`src/rtl/ui_div_arb.sv`:
```
// Round-robin arbiter in front of one shared restoring divider (one quotient bit per cycle).
// Responses carry the requester ID and leave over a valid/ready channel.
module ui_div_arb #(
    parameter int unsigned N    = 18,
    parameter int unsigned NREQ = 4,
    parameter int unsigned IDW  = 2
) (
    input  logic                clk_i,
    input  logic                rst_i,
    input  logic [NREQ-1:0]     req_valid_i,
    input  logic [NREQ*N-1:0]   req_a_i,
    input  logic [NREQ*N-1:0]   req_b_i,
    output logic [NREQ-1:0]     req_ready_o,
    output logic                rsp_valid_o,
    input  logic                rsp_ready_i,
    output logic [IDW-1:0]      rsp_id_o,
    output logic [N-1:0]        rsp_q_o,
    output logic [N-1:0]        rsp_r_o,
    output logic                rsp_divzero_o,
    output logic                busy_o
);

    localparam int unsigned CW = $clog2(N + 1);

    typedef enum logic [1:0] {StIdle, StBusy, StDone} state_e;

    state_e         state_q, state_d;
    logic [IDW-1:0] last_q, last_d;
    logic [IDW-1:0] id_q, id_d;
    logic [N-1:0]   p_q, p_d;
    logic [N-1:0]   q_q, q_d;
    logic [N-1:0]   b_q, b_d;
    logic [CW-1:0]  cnt_q, cnt_d;
    logic           dz_q, dz_d;

    logic           gnt_any;
    logic [IDW-1:0] gnt_id;
    int unsigned    arb_sum;
    logic [N-1:0]   a_sel, b_sel;
    logic [N:0]     shift;
    logic [N-1:0]   trial;

    // Search starts one past the last grant and wraps.
    always_comb begin
        gnt_any = 1'b0;
        gnt_id  = '0;
        arb_sum = 0;
        for (int unsigned k = 1; k <= NREQ; k++) begin
            arb_sum = 32'(last_q) + k;
            if (arb_sum >= NREQ) begin
                arb_sum = arb_sum - NREQ;
            end
            if (!gnt_any && req_valid_i[arb_sum[IDW-1:0]]) begin
                gnt_any = 1'b1;
                gnt_id  = arb_sum[IDW-1:0];
            end
        end
    end

    assign a_sel = req_a_i[gnt_id*N +: N];
    assign b_sel = req_b_i[gnt_id*N +: N];

    always_ff @(posedge clk_i) begin
        if (rst_i) begin
            state_q <= StIdle;
        end else begin
            state_q <= state_d;
        end
    end

    always_comb begin
        state_d = state_q;
        unique case (state_q)
            StIdle: begin
                if (gnt_any) begin
                    state_d = (b_sel == '0) ? StDone : StBusy;
                end
            end
            StBusy: begin
                if (cnt_q == CW'(N - 1)) begin
                    state_d = StDone;
                end
            end
            StDone: begin
                if (rsp_ready_i) begin
                    state_d = StIdle;
                end
            end
            default: state_d = StIdle;
        endcase
    end

    always_comb begin
        req_ready_o = '0;
        if (state_q == StIdle && !rst_i && gnt_any) begin
            req_ready_o[gnt_id] = 1'b1;
        end
        rsp_valid_o = (state_q == StDone);
        busy_o      = (state_q != StIdle);
    end

    // P stays below b, so N bits hold it; only the shifted trial needs the extra bit.
    assign shift = {p_q, q_q[N-1]};
    assign trial = shift[N-1:0] - b_q;

    always_comb begin
        last_d = last_q;
        id_d   = id_q;
        p_d    = p_q;
        q_d    = q_q;
        b_d    = b_q;
        cnt_d  = cnt_q;
        dz_d   = dz_q;
        unique case (state_q)
            StIdle: begin
                if (gnt_any) begin
                    last_d = gnt_id;
                    id_d   = gnt_id;
                    b_d    = b_sel;
                    cnt_d  = '0;
                    if (b_sel == '0) begin
                        q_d  = '1;
                        p_d  = a_sel;
                        dz_d = 1'b1;
                    end else begin
                        q_d  = a_sel;
                        p_d  = '0;
                        dz_d = 1'b0;
                    end
                end
            end
            StBusy: begin
                cnt_d = cnt_q + CW'(1);
                if (shift >= {1'b0, b_q}) begin
                    p_d = trial;
                    q_d = {q_q[N-2:0], 1'b1};
                end else begin
                    p_d = shift[N-1:0];
                    q_d = {q_q[N-2:0], 1'b0};
                end
            end
            default: ;
        endcase
    end

    always_ff @(posedge clk_i) begin
        if (rst_i) begin
            last_q <= IDW'(NREQ - 1);
            id_q   <= '0;
            p_q    <= '0;
            q_q    <= '0;
            b_q    <= '0;
            cnt_q  <= '0;
            dz_q   <= 1'b0;
        end else begin
            last_q <= last_d;
            id_q   <= id_d;
            p_q    <= p_d;
            q_q    <= q_d;
            b_q    <= b_d;
            cnt_q  <= cnt_d;
            dz_q   <= dz_d;
        end
    end

    assign rsp_id_o      = id_q;
    assign rsp_q_o       = q_q;
    assign rsp_r_o       = p_q;
    assign rsp_divzero_o = dz_q;

endmodule

```
`config.mk`:
```
export PLATFORM = sky130hd
export DESIGN_NAME = ui_div_arb
export DESIGN_NICKNAME = d
export VERILOG_FILES = /design/src/rtl/ui_div_arb.sv
export SDC_FILE = /design/constraint.sdc
export NUM_CORES = 1
export LEC_CHECK = 0
export CAP_MARGIN = 25
export CORE_MARGIN = 2
export CORE_UTILIZATION = 50
export DETAILED_ROUTE_END_ITERATION = 16
export DONT_BUFFER_PORTS = 1
export PLACE_DENSITY_LB_ADDON = 0.05
export SETUP_SLACK_MARGIN = 0.1
export SYNTH_ARGS = -nofsm -noshare
export SYNTH_HDL_FRONTEND = slang
export SYNTH_SLANG_ARGS = --single-unit
export TNS_END_PERCENT = 10
```
`constraint.sdc`:
```
create_clock -name clk_i -period 2.9 [get_ports clk_i]
set_clock_uncertainty 0.05 [all_clocks]
set_input_delay 0.145 -clock clk_i [delete_from_list [all_inputs] [get_ports clk_i]]
set_output_delay 0.145 -clock clk_i [all_outputs]
set_load 0.005 [all_outputs]
```
==> metrics.yaml <==
outcome:
  outcome: "completed"
floorplan:
  die_w_um: 106
  dieArea_um2: 11300
  initial_utilization: 0.513
  ioPinCount: 196
  core_area_um2: 10200
  num_rows: 37
  die_y_um: 106
worst_setup_path:
  cp_common_cell: "buf_4"
  critical_path_class: "flop to flop"
  r2r_slack_ns: 0.16
  path_max_fanout: 3
  cp_slowest_cell: "dfxtp_1"
  cp_cell_sequence: "buf_4, ha_1, nor2b_1, o211ai_1, a32oi_2, buf_4, a21o_1, a21oi_2, xnor2_1, mux2_2, nand2_1, a221oi_2"
  reg2reg_depth: 12
  end_kind: "flop"
  rr_endpoint: "rsp_r_o[9]"
  start_kind: "flop"
  worstPathArrival_ns: 2.95
  critPathMaxStageDelay_ns: 0.33
  crit_required_ns: 3.12
  reg2reg_from: "rsp_r_o[0]"
pwr:
  fin_total_pwr_mw: 5.05
  p_per_area_nw_per_um2: 840
  ir_worst_vdd_v: 0.000363
  leakage_nw: 2.43
clock_network:
  path_clk_slew_ns: 0.08
  htreeDepth: 3
  cts_buffer_depth: 2
  cts-root-buf: "clkbuf_8"
  cts_sinks: 66
  numCtsBuffers: 9
  cts_tree: "yes"
  clk_latency_ns: 0.35
finish:
  final_util: 0.588
  layout.nets: 882
  area_growth_pct: 14.7
  drive_gt1_frac: 0.182
  fillers: 977
  antenna_cells: 0
place:
  dp_hpwl_mm: 12.6
  gp_congestion: 0.876
  portBuffers: 0
  place_ws_ns: 0.0330
timing:
  finalSetupViolCount: 0
  rsz0062_at_grt: "true"
  finalSetupTns_ns: 0
  setup_slack_ns: 0.165
  fmaxAchievable_ghz: 0.366
  timing.final.crit_share: 0.943
  worstMarginPinSlew_ns: 0.838
  slew-limit-headroom: 0.441
  min_period_ns: 2.74
  drv_slew: 0
  hold_ws_ns: 0.105
  hold_viol: 0
synthesis:
  syn_area_um2: 5240
  netlist-cell-type-count: 53
  synth-edff-count: 0
  synth_ff_type: "dfxtp_1"
  ys_warn_count: 0
  synthArstFlopShare: 0
  ys_seq_elements: 66
  seq_area_frac_synth: 0.252
  synth_area_per_cell_um2: 7.50
  synthCells: 699
  synth_nets: 871
route:
  first_iter_violations: 407
  routedWlPerCell_um: 20.3
  drc: 0
  vias_per_cell: 6.22
  first_pass_iters: 5
  totalWireLength_mm: 17.3
  vias: 5296
  ant_nets: 0
global_route:
  grt_use_total: 0.291
  grt_pass1_wl_mm: 26.0
  antenna_found_initial: 0
  grt_pass1_vias: 4938
  grt-ovfl-total: 0
  grt_max_degree: 85
hold_path:
  worstHoldPathCells: 2
  hold_class: "input port to flop"
  min_from: "rst_i"
  hold_end: "b_q[13]"
run:
  maxCapViolCount: 0
## area by class of cell
class | instances | area (um2) | area share
multi-input combinational | 550 | 3670 | 0.610
sequential | 66 | 1320 | 0.220
timing repair buffer | 57 | 573 | 0.0953
tap | 136 | 170 | 0.0283
clock buffer | 9 | 124 | 0.0206
inverter | 26 | 101 | 0.0169
clock inverter | 7 | 51.3 | 0.00853
## worst max-delay path, delay by kind of cell (launching register included)
family | cells | cell delay, ns
buffers and inverters | 2 | 0.34
adders and majority gates | 1 | 0.30
DFF | 1 | 0.33
AOI/OAI and AO/OA | 5 | 1.07
muxes | 1 | 0.20
and+or+nand+nor | 2 | 0.22
xor gates and xnor gates | 1 | 0.16
## logic make-up after synthesis
group	Yosys count	synth area share
fa+ha+maj	21	0.0515
xor+xnor	18	0.0301
compound gates	171	0.224
mux	65	0.131
simple gates	275	0.242
buf+inv	83	0.0701
flops	66	0.252
## metrics by stage
step	instances	cell area, um2
final	851	6010
after global routing	851	6010
after CTS	843	5780
after detailed placement	825	5550
after global placement	825	5550
after floorplan	699	5240
## synth_stat cells, types with 17 or more instances
cell type	number	area [um2]
nand2_1	106	398
nor2_1	74	278
dfxtp_1	66	1320
a21oi_1	56	280
mux2i_1	37	370
clkbuf_1	36	135
mux2_2	28	315
inv_1	25	93.8
a211oi_1	24	180
nand4_1	23	144
nand2b_1	21	131
ha_1	20	250
a31oi_1	18	113
and3_1	17	106
o32ai_1	17	149
## report_power, final
group	total, mW	internal, mW	switching [mW]
Sequential	1.24	1.08	0.162
Combinational	3.09	1.41	1.68
Clock	0.726	0.316	0.410
## cells in the final DEF, fill, tap and decap left out, types with 5 or more instances in the layout
master / synthesis / layout
a21o_1: 9 / 9
o32ai_1: 17 / 17
nor2_1: 74 / 71
nand2b_1: 21 / 20
o21ai_0: 7 / 5
mux2i_1: 37 / 36
and3_1: 17 / 17
nand4_1: 23 / 23
buf_4: 4 / 44
a211oi_1: 24 / 24
inv_1: 25 / 25
clkbuf_8: 0 / 9
xor2_1: 9 / 9
xnor2_1: 9 / 9
mux2_2: 28 / 28
nand2_1: 106 / 106
a21oi_1: 56 / 52
ha_1: 20 / 20
a31oi_1: 18 / 17
nand3_1: 5 / 5
a311oi_1: 14 / 12
nor4_1: 7 / 7
dfxtp_1: 66 / 65
## how the worst max path moves through the flow
stage,endpoint,slack [ns],cells past startpoint,from
after global placement,rsp_r_o[16],0.12,12,rsp_q_o[17]
final,rsp_r_o[9],0.16,12,rsp_r_o[0]
after CTS,rsp_r_o[16],0.09,11,last_q[0]
after detailed placement,rsp_r_o[16],0.03,12,rsp_q_o[17]
after floorplan,rsp_r_o[11],0.25,11,b_q[1]
after global routing,rsp_r_o[9],0.06,12,rsp_r_o[0]
## layer usage
metal	vias to the layer above	share of wire	global-route usage
li1	2561	-	-
met4	0	0.031	0.0974
met1	2495	0.44	0.385
met2	207	0.46	0.466
met5	-	0	0
met3	33	0.076	0.0711
## what timing repair did
action	4_1_cts	5_1_grt
pin swaps	1	12
gates cloned	0	5
hold buffers	2	0
buffers inserted	0	3
setup endpoints to repair	5	34
gates resized for setup	2	25
endpoints found under the hold margin	66	0
## state kept, by name, summed over array words and instances, names as in the netlist
signal	flops
b_q	18
rsp_q_o	18
rsp_r_o	18
cnt_q	5
last_q	2
rsp_id_o	2
state_q	2
rsp_divzero_o	1
No activity file was read; power rests on OpenSTA's default activity.
